<file path="config.mk">
export PLATFORM = sky130hd
export DESIGN_NAME = zero_run_window_ctrl
export DESIGN_NICKNAME = d
export VERILOG_FILES = /design/src/rtl/zero_run_window_ctrl.sv
export SDC_FILE = /design/constraint.sdc
export NUM_CORES = 1
export LEC_CHECK = 0
export BUFFER_PORTS_ARGS = -buffer_cell sky130_fd_sc_hd__buf_2
export CORE_AREA = 2 2 50 52
export CTS_CLUSTER_DIAMETER = 60
export CTS_CLUSTER_SIZE = 28
export DETAILED_ROUTE_END_ITERATION = 8
export DIE_AREA = 0 0 52 54
export PLACE_DENSITY = 0.82
export REMOVE_ABC_BUFFERS = 1
export SLEW_MARGIN = 20
export SYNTH_ARGS = -nofsm -noshare
export SYNTH_HDL_FRONTEND = slang
export SYNTH_SLANG_ARGS = --single-unit
export TNS_END_PERCENT = 10
</file>
<file path="constraint.sdc">
create_clock -name clk -period 2.4 [get_ports clk]
set_clock_uncertainty 0.15 [all_clocks]
set_input_delay 0.48 -clock clk [delete_from_list [all_inputs] [get_ports clk]]
set_output_delay 0.48 -clock clk [all_outputs]
set_load 0.03 [all_outputs]
</file>
<file path="src/rtl/zero_run_window_ctrl.sv">
// Window sequencer for an external zero-run counter: frames win_len valid bits,
// drives counter enable/clear, tracks the longest zero run and hands it off via valid/ready.
module zero_run_window_ctrl #(
    parameter int CNT_W = 4,
    parameter int LEN_W = 8
) (
    input  logic             clk,
    input  logic             NOT_RESET,
    input  logic             start,
    input  logic             abort,
    input  logic [LEN_W-1:0] win_len,
    input  logic             bit_valid,
    input  logic             bit_in,
    input  logic [CNT_W-1:0] cnt_value,
    output logic             cnt_en,
    output logic             cnt_clr,
    output logic             busy,
    output logic             res_valid,
    input  logic             res_ready,
    output logic [CNT_W-1:0] res_max_run,
    output logic             res_sat
);

    typedef enum logic [2:0] {
        S_IDLE,
        S_CLEAR,
        S_RUN,
        S_CAPTURE,
        S_DONE
    } state_t;

    state_t           r_state;
    state_t           w_next;
    logic [CNT_W-1:0] r_max;
    logic [LEN_W-1:0] r_bits_left;
    logic             r_sat;

    logic             w_cnt_full;
    logic [CNT_W-1:0] w_new_max;
    logic             w_start_ok;

    assign w_cnt_full  = &cnt_value;
    assign w_new_max   = (cnt_value > r_max) ? cnt_value : r_max;
    assign w_start_ok  = start && (win_len != '0);
    assign res_max_run = r_max;
    assign res_sat     = r_sat;

    always_comb begin
        w_next    = r_state;
        cnt_en    = 1'b0;
        cnt_clr   = 1'b0;
        busy      = (r_state != S_IDLE);
        res_valid = (r_state == S_DONE);
        case (r_state)
            S_IDLE: begin
                if (w_start_ok) w_next = S_CLEAR;
            end
            S_CLEAR: begin
                cnt_clr = 1'b1;
                w_next  = S_RUN;
            end
            S_RUN: begin
                if (bit_valid) begin
                    // A zero at a full counter is dropped and flagged as saturation.
                    if (bit_in)           cnt_clr = 1'b1;
                    else if (!w_cnt_full) cnt_en  = 1'b1;
                    if (r_bits_left == LEN_W'(1)) w_next = S_CAPTURE;
                end
            end
            S_CAPTURE: begin
                w_next = S_DONE;
            end
            S_DONE: begin
                if (res_ready) begin
                    cnt_clr = 1'b1;
                    w_next  = S_IDLE;
                end
            end
            default: w_next = S_IDLE;
        endcase
        if (abort && (r_state != S_IDLE)) begin
            cnt_clr = 1'b1;
            cnt_en  = 1'b0;
            w_next  = S_IDLE;
        end
    end

    always_ff @(posedge clk or posedge NOT_RESET) begin
        if (NOT_RESET) begin
            r_state     <= S_IDLE;
            r_max       <= '0;
            r_bits_left <= '0;
            r_sat       <= 1'b0;
        end else begin
            r_state <= w_next;
            case (r_state)
                S_IDLE: begin
                    if (w_start_ok) r_bits_left <= win_len;
                end
                S_CLEAR: begin
                    r_max <= '0;
                    r_sat <= 1'b0;
                end
                S_RUN: begin
                    if (!abort) begin
                        r_max <= w_new_max;
                        if (bit_valid) begin
                            r_bits_left <= r_bits_left - LEN_W'(1);
                            if (!bit_in && w_cnt_full) r_sat <= 1'b1;
                        end
                    end
                end
                S_CAPTURE: begin
                    // Picks up a zero run that ends on the window's last bit.
                    if (!abort) r_max <= w_new_max;
                end
                default: ;
            endcase
        end
    end

endmodule

</file>
==> run metrics, run 1 <==
initial core utilization 0.476; layout cell share with drive strength beyond 1 0.259; Fillers 221; H-Tree Level Count 1; Overall Global Routing Usage 0.199; critical path required time 1.77 ns; Most used DFF post-synth dfrtp_1; pin count of the biggest net entering global routing 17; largest family of logic cells by synthesized area compound AO/OA/AOI/OAI gates; initial antenna violation count 0; footprint of the multi-input gates 637 sq um; RSZ-0062 raised after global routing no; global-route wire length before repair 4190 microns; Pwr Total 1370 uW; cts hold-fix bufs 0; row count 18; crit path DAT 1.57 ns; worst-path fanout max 11; vias 1066; Reg2Reg Depth 7; routability cong. 0.803; area leader, netlist dfrtp_1; top routing layer used met3; R2R Setup Slk 0.46 ns; Seq. cell area 403 sq um; post-synthesis compound-gate area fraction 0.256; die height 54 microns; switching share of total power 0.454; Post-Synth XOR/XNOR Area 0.00794; worst setup path category reg -> out; Non-Filler Instances 192; total negative slack 0 ns; crit start category register; metal3 WL 108 microns; Clock Tree Root clkbuf_4; Leak 0.000630 uW; hpwl dp 1930 microns; CORE AREA 0.00232 sq mm; met2 WL 1250 microns; synth unique cells 35; worst rel slew slack 0.586; CTS Sinks 16; synthesized area per cell 8.36 sq um; FF+latch count, synth 16; Num CTS Buffers 3; drt wl/cell 13.2 microns; synth warn 0; EDFF count, synth 0; post-synthesis sequential area ratio 0.363; RR Endpoint res_max_run[3]; FF-to-FF Start res_max_run[1]; minimum clock period 2.20 ns; WL met1 1170 microns; Reg power frac 0.366; setup violators final 0; Cell Area, Synth 0.00110 sq mm; maximum clock insertion buffer count 2; post-synthesis simple-gate area fraction 0.231; combinational share of power 0.505; share of the synthesized area in the top cell type 0.363; post-route cell area 0.00132 sq mm; Power per Cell Area 1040 mW/mm^2; Max-cap violations 0; Tightest Pin Transition 0.621 ns; internal power 750 uW; first-pass iteration count of the detailed router 4; IO Count 28; DRT Wirelength 2530 microns; Period Utilization, post-route 0.917; fin nets 188; Adder-Cell Fraction of Synth Area 0.0680; port bufs 27; Post-synth top cells 16 x dfrtp_1, 16 x o21ai_0, 13 x nor2_1; vias in the first global route 971; Placed Area 0.00125 sq mm; initial drt markers 22; multiplexer share of the synthesized area 0.00907; pre-CTS setup slack 0.266 ns; TritonCTS clock tree built; total congestion overflow 0; worst hold path class in -> async; fin. max-slew vios 0; NetSw 623 uW; Mapped Cells 132; die width 52 microns; worst skew pair latency 0.28 ns; Cells after DPL 184; Peak VDD IR 686 uV; Fin. Hold Viols 0; area grow syn2layout 19.8%; Area contributors post-synth dfrtp_1 36%, o21ai_0 7.3%, ha_1 6.8%; Inserted Diodes 0; die area 0.00281 sq mm; Max Fclk 455 MHz; DRC 0; via/cell ratio 5.55; Clock Pin Slew Worst Setup and Hold Paths 0.10 ns; Post-synth ARST share 1.00; Final ANT Viol Nets 0; clock share of power 0.129; status finished, final reports clean; Worst Setup End Kind output pin; fin worst setup slack 0.200 ns
==> registers in the layout, indices dropped and copies added (netlist names) <==
name         count
r_state          3
res_max_run      4
res_sat          1
r_bits_left      8
==> stage by stage <==
step,util,hold slack (ns)
2_1_floorplan,-,0.244
3_3_place_gp,0.537,0.348
3_5_place_dp,0.537,0.352
4_1_cts,0.553,0.123
5_1_grt,0.570,0.149
6_report,0.570,0.104
==> critical path, stage by stage, from the launching register on <==
cell and delay [ns]:
dfrtp_2 0.48, nand2b_1 0.23, nor3_2 0.17, nor3b_1 0.21, buf_4 0.19
==> cell type report <==
cell class,count,share of cell area
clock buffers,4,0.0274
inverters,9,0.0255
multi-input cells,101,0.482
flip-flops and latches,16,0.305
well taps,30,0.0284
repair buffers,32,0.132
==> power by group through the flow <==
stage	clock network, uW	registers (uW)	logic, uW
global placement	0	501	623
finish	177	502	694
detailed placement	0	510	652
CTS	182	508	652
global route	197	523	782
floorplan	0	547	423
==> repair_timing <==
item                       4_1_cts  5_1_grt
gates resized for setup          1        3
cloned                           0        0
buffers inserted                 0        4
setup endpoints to repair        1        1
==> layout by cell type, fill, tap and decap left out, types with 2 or more instances in the layout <==
cell type,netlist,routed
or4_1,2,2
nor3b_1,3,3
nand2_1,9,9
inv_1,9,9
o21ai_0,16,16
clkbuf_4,0,3
dfrtp_1,16,14
o211ai_1,5,5
nor2b_1,2,2
nand2b_1,5,5
ha_1,6,6
a31oi_1,2,2
a211oi_1,2,2
nor3_1,6,5
buf_4,0,6
nor2_1,13,13
a21oi_1,11,11
and4_1,2,2
and3_1,2,2
dfrtp_2,0,2
buf_2,0,26
==> kinds of logic after synthesis <==
family,count (synthesis)
AND/OR/NAND/NOR,49
buffers and inverters,15
flip-flops,16
XOR/XNOR,1
adder cells (fa/ha/maj),6
multiplexers,1
AO/OA/AOI/OAI,44
==> per-layer routing <==
metal  up-vias  GRT usage
li1        540          -
met1       496      0.264
met2        30      0.342
met3         0     0.0250
met4         0     0.0526
met5         -          0
==> how the worst max path moves through the flow <==
stage | start | to | slack, ns | cells past startpoint
global placement | abort | cnt_en | 0.35 | 5
CTS | r_state[2] | cnt_en | 0.07 | 4
global route | r_state[2] | cnt_en | 0.002 | 4
finish | r_state[2] | cnt_en | 0.20 | 4
floorplan | r_state[1] | cnt_en | 0.16 | 3
detailed placement | cnt_value[1] | res_max_run[3] | 0.27 | 7
No activity file was read; power rests on OpenSTA's default activity.
==> run 2, diff against run 1 <==
--- a/config.mk
+++ b/config.mk
@@ -11,7 +11,7 @@
 export CTS_CLUSTER_SIZE = 28
 export DETAILED_ROUTE_END_ITERATION = 8
 export DIE_AREA = 0 0 52 54
-export PLACE_DENSITY = 0.82
+export PLACE_DENSITY = 0.84
 export REMOVE_ABC_BUFFERS = 1
 export SLEW_MARGIN = 20
 export SYNTH_ARGS = -nofsm -noshare
==> run 2 against run 1 <==
Compared with the run above: hold slack got worse by 0.0017 ns; fmax decreased by 3.7%; final area decreased by 4.2%.
==> run metrics, run 2 (same netlist as run 1, synthesis figures left out) <==
die width 52 microns; port bufs 27; pre-CTS setup slack 0.273 ns; crit path DAT 1.65 ns; drt wl/cell 13.5 microns; RSZ-0062 raised after global routing no; Tightest Pin Transition 0.609 ns; fin worst setup slack 0.116 ns; Final ANT Viol Nets 0; DRC 0; Clock Pin Slew Worst Setup and Hold Paths 0.09 ns; critical path required time 1.77 ns; Num CTS Buffers 3; Overall Global Routing Usage 0.208; area grow syn2layout 14.9%; first-pass iteration count of the detailed router 6; global-route wire length before repair 4310 microns; pin count of the biggest net entering global routing 18; Period Utilization, post-route 0.952; fin nets 183; routability cong. 0.776; most common cell after layout, fill and taps aside buf_2; Fillers 231; row count 18; initial drt markers 19; status finished, final reports clean; CORE AREA 0.00232 sq mm; worst setup path category reg -> out; Peak VDD IR 710 uV; H-Tree Level Count 1; fin. max-slew vios 0; TritonCTS clock tree built; die area 0.00281 sq mm; worst rel slew slack 0.594; vias 1074; largest stage delay on the critical path 0.49 ns; Max Fclk 438 MHz; initial core utilization 0.476; minimum clock period 2.28 ns; footprint of the multi-input gates 637 sq um; initial antenna violation count 0; CP Buf/Inv Count 1; critical path, cell by cell nand2b_1 -> nor3_2 -> nor3b_1 -> buf_2; Worst path top cell family by delay simple AND/OR/NAND/NOR gates; Inserted Diodes 0; CTS Sinks 16; Seq. cell area 402 sq um; setup violators final 0; critical path's slowest cell dfrtp_1; Max-cap violations 0; maximum clock insertion buffer count 2; via/cell ratio 5.77; Leak 0.000599 uW; hpwl dp 1990 microns; die height 54 microns; Power per Cell Area 1020 mW/mm^2; total negative slack 0 ns; most frequent cells in the layout 27 x buf_2, 16 x o21ai_0, 15 x dfrtp_1; IO Count 28; DRT Wirelength 2510 microns; worst hold path class in -> async; total congestion overflow 0; crit start category register; flip-flop count of the largest register after layout 8; Worst Setup End Kind output pin; layout cell share with drive strength beyond 1 0.224; vias in the first global route 1032; Fin. Hold Viols 0; worst-path fanout max 11; R2R Setup Slk 0.43 ns; Clock Tree Root clkbuf_4; worst skew pair latency 0.28 ns; Most flops, register r_bits_left
## run 2: timing repair
action | 4_1_cts | 5_1_grt
hold buffers | 0 | 0
endpoints found under the hold margin | 0 | 0
setup buffers | 0 | 0
gates resized for setup | 1 | 1
endpoints found under the setup margin | 1 | 1
pin swaps | 0 | 0
## run 2: final timing paths
check | start | end | cells after the start
hold / removal | NOT_RESET | r_bits_left[4] | 2
setup reg to reg | r_state[1] | r_bits_left[6] | 5
max in group asynchronous | NOT_RESET | r_state[1] | 2
setup / recovery | r_state[2] | cnt_en | 4
min in group clk | abort | r_state[1] | 2
hold reg to reg | r_bits_left[7] | r_bits_left[7] | 2
## run 2: final cells by class
type | count | area share
timing repair buffer | 27 | 0.107
clock buffer | 3 | 0.0178
sequential | 16 | 0.317
multi-input combinational | 101 | 0.502
tap | 30 | 0.0296
inverter | 9 | 0.0267
## run 2: through the flow
stage,utilization,total power (uW),hold slack [ns],instance area [sq um],instances
final,0.546,1300,0.102,1270,186
after global routing,0.546,1420,0.151,1270,186
after CTS,0.544,1300,0.113,1260,186
after detailed placement,0.534,1160,0.364,1240,183
after global placement,0.534,1120,0.346,1240,183
after floorplan,-,970,0.244,1070,126
## run 2: routing by layer
layer | part of all wire | wire, microns | vias to the layer above | track usage
met1 | 0.44 | 1110 | 514 | 0.240
met5 | 0 | 0 | - | 0
met3 | 0.051 | 127 | 2 | 0.0250
met4 | 0.0048 | 12 | 0 | 0.0921
li1 | - | - | 526 | -
met2 | 0.50 | 1260 | 32 | 0.386
## run 2: where the power goes
group	switching (uW)	total (uW)	internal, uW
Clock	78.4	137	58.2
Combinational	400	647	246
Sequential	134	514	380
==> run 3, diff against run 2 <==
--- a/config.mk
+++ b/config.mk
@@ -5,13 +5,15 @@
 export SDC_FILE = /design/constraint.sdc
 export NUM_CORES = 1
 export LEC_CHECK = 0
+export ABC_AREA = 1
 export BUFFER_PORTS_ARGS = -buffer_cell sky130_fd_sc_hd__buf_2
-export CORE_AREA = 2 2 50 52
+export CAP_MARGIN = 0
+export CORE_AREA = 2 2 52 54
 export CTS_CLUSTER_DIAMETER = 60
 export CTS_CLUSTER_SIZE = 28
 export DETAILED_ROUTE_END_ITERATION = 8
-export DIE_AREA = 0 0 52 54
-export PLACE_DENSITY = 0.84
+export DIE_AREA = 0 0 54 56
+export PLACE_DENSITY = 0.85
 export REMOVE_ABC_BUFFERS = 1
 export SLEW_MARGIN = 20
 export SYNTH_ARGS = -nofsm -noshare
==> run 3 against run 2 <==
Compared with the run above: clock power is 34% higher; via count is 14% higher; area after synthesis is 12% higher; setup slack better by 0.11 ns; global-route usage is 2.1 points lower; fmax is 5.1% higher; synthesized cell count is 44% higher; first-iteration DRC count is 79% higher; largest cell class unchanged.
==> run metrics, run 3 <==
most numerous cell in the Yosys netlist nand2_1; fin nets 247; RSZ-0062 raised after global routing no; fin. max-slew vios 0; crit start category register; die area 0.00302 sq mm; Max-cap violations 0; internal power 842 uW; Reg2Reg Depth 10; maximum clock insertion buffer count 2; synth unique cells 23; share of the synthesized area in the top cell type 0.324; CTS Sinks 16; Tightest Pin Transition 0.579 ns; via/cell ratio 4.87; post-CTS setup buffer count 0; area leader, netlist dfrtp_1; Inserted Diodes 0; post-route cell area 0.00144 sq mm; worst-path fanout max 7; Area contributors post-synth dfrtp_1 32%, nand2_1 23%, inv_1 7.9%; Clock Pin Slew Worst Setup and Hold Paths 0.10 ns; Reg power frac 0.293; DRT Wirelength 2570 microns; DRC 0; Adder-Cell Fraction of Synth Area 0.0608; critical path's slowest cell dfrtp_1; Non-Filler Instances 251; RR Endpoint res_max_run[0]; Post-Synth XOR/XNOR Area 0; layout cell share with drive strength beyond 1 0.213; worst rel slew slack 0.613; Num CTS Buffers 3; flip-flop count of the largest register after layout 8; CORE AREA 0.00243 sq mm; hpwl dp 2080 microns; Peak VDD IR 659 uV; Cells after DPL 247; vias 1223; most frequent cells in the layout 77 x nand2_1, 27 x buf_2, 26 x inv_1; multiplexer share of the synthesized area 0; largest family of logic cells by synthesized area simple AND/OR/NAND/NOR gates; initial core utilization 0.508; most common cell after layout, fill and taps aside nand2_1; crit path DAT 1.54 ns; post-synthesis simple-gate area fraction 0.445; combinational share of power 0.605; die width 54 microns; Clock Tree Root clkbuf_4; global-route wire length before repair 4410 microns; Leak 0.000858 uW; switching share of total power 0.527; Overall Global Routing Usage 0.187; minimum clock period 2.17 ns; port bufs 27; Crit path top cell by count nand2_2; Power per Cell Area 1230 mW/mm^2; Max Fclk 460 MHz; Fin. Hold Viols 0; synthesized area per cell 6.50 sq um; H-Tree Level Count 1; Most used DFF post-synth dfrtp_1; R2R Setup Slk 0.79 ns; cts hold-fix bufs 0; vias in the first global route 1089; Post-synth ARST share 1.00; initial drt markers 34; Fillers 244; total congestion overflow 0; Placed Area 0.00141 sq mm; first-pass iteration count of the detailed router 4; drt wl/cell 10.3 microns; FF+latch count, synth 16; initial antenna violation count 0; NetSw 936 uW; post-synthesis compound-gate area fraction 0.0729; status finished, final reports clean; pin count of the biggest net entering global routing 17; worst hold path class in -> async; post-synthesis sequential area ratio 0.324; largest stage delay on the critical path 0.45 ns; critical path, cell by cell nor2_2 -> nand2_2 -> nand2_2 -> nand3_1 -> nor2_1 -> buf_2; EDFF count, synth 0; fin util 0.594; Pwr Total 1780 uW; critical path required time 1.77 ns; total negative slack 0 ns; IO Count 28; Most flops, register r_bits_left; area grow syn2layout 16.9%; row count 18; synth warn 0; Cell Area, Synth 0.00123 sq mm; Post-synth top cells 77 x nand2_1, 26 x inv_1, 17 x nand3_1, 17 x nor2_1, 16 x dfrtp_1; setup violators final 0; TritonCTS clock tree built; routability cong. 0.811; Worst Setup End Kind output pin; Mapped Cells 190; Final ANT Viol Nets 0; FF-to-FF Start res_max_run[2]; worst setup path category reg -> out; Period Utilization, post-route 0.906; die height 56 microns; post-CTS sizing 0; worst skew pair latency 0.30 ns; clock share of power 0.103
[run 3: cell count changes in the layout (fill, tap and decap cells not counted), moves of 5 or more]
cell / before / now
nand3_1: 1 / 17
nand2b_1: 5 / 0
o211ai_1: 5 / 0
inv_1: 9 / 26
nand2_1: 9 / 77
o21ai_0: 16 / 5
a21oi_1: 11 / 2
[run 3: final cells by class]
type	count	area (sq um)	share of cell area
Multi-Input combinational cell	143	714	0.495
Inverter	30	113	0.0780
Sequential cell	16	400	0.277
Tap cell	30	37.5	0.0260
Timing Repair Buffer	28	143	0.0988
Clock buffer	4	36.3	0.0251
[run 3: through the flow]
stage	hold WS [ns]	setup WS [ns]
3_5_place_dp	0.332	0.545
3_3_place_gp	0.338	0.572
4_1_cts	0.108	0.219
2_1_floorplan	0.244	0.121
5_1_grt	0.135	0.0474
6_report	0.0730	0.226
[run 3: cells by family (layout without fill, tap and decap cells)]
kind of cell	Yosys count	after routing
compound gates	12	12
fa+ha+maj	6	6
buf+inv	31	62
flops	16	16
simple gates	125	125
[run 3: worst max-delay path by stage]
| stage | from | to | slack (ns) |
|---|---|---|---|
| floorplan | r_state[0] | cnt_clr | 0.12 |
| global placement | r_state[0] | cnt_en | 0.57 |
| detailed placement | r_state[0] | cnt_en | 0.55 |
| CTS | r_state[0] | cnt_en | 0.22 |
| global route | r_state[0] | cnt_en | 0.05 |
| finish | r_state[0] | cnt_en | 0.23 |
[run 3: layer usage]
metal,up-vias,part of all wire,wire [microns],track usage
li1,653,-,-,-
met1,541,0.47,1200,0.254
met2,27,0.48,1250,0.305
met3,2,0.045,115,0.0484
met4,0,0.0051,13,0.0214
met5,-,0,0,0
[run 3: power groups by stage]
stage	Combinational, uW	Sequential (uW)	Clock (uW)
after floorplan	769	566	0
after global placement	1040	522	0
after detailed placement	1070	525	0
after CTS	1080	520	182
after global routing	1230	536	195
final	1080	521	183
[run 3: worst max-delay path, delay by kind of cell, from the launching register on]
| kind | cells | cell delay, ns |
|---|---|---|
| flops | 1 | 0.45 |
| buf+inv | 1 | 0.20 |
| simple gates | 5 | 0.60 |
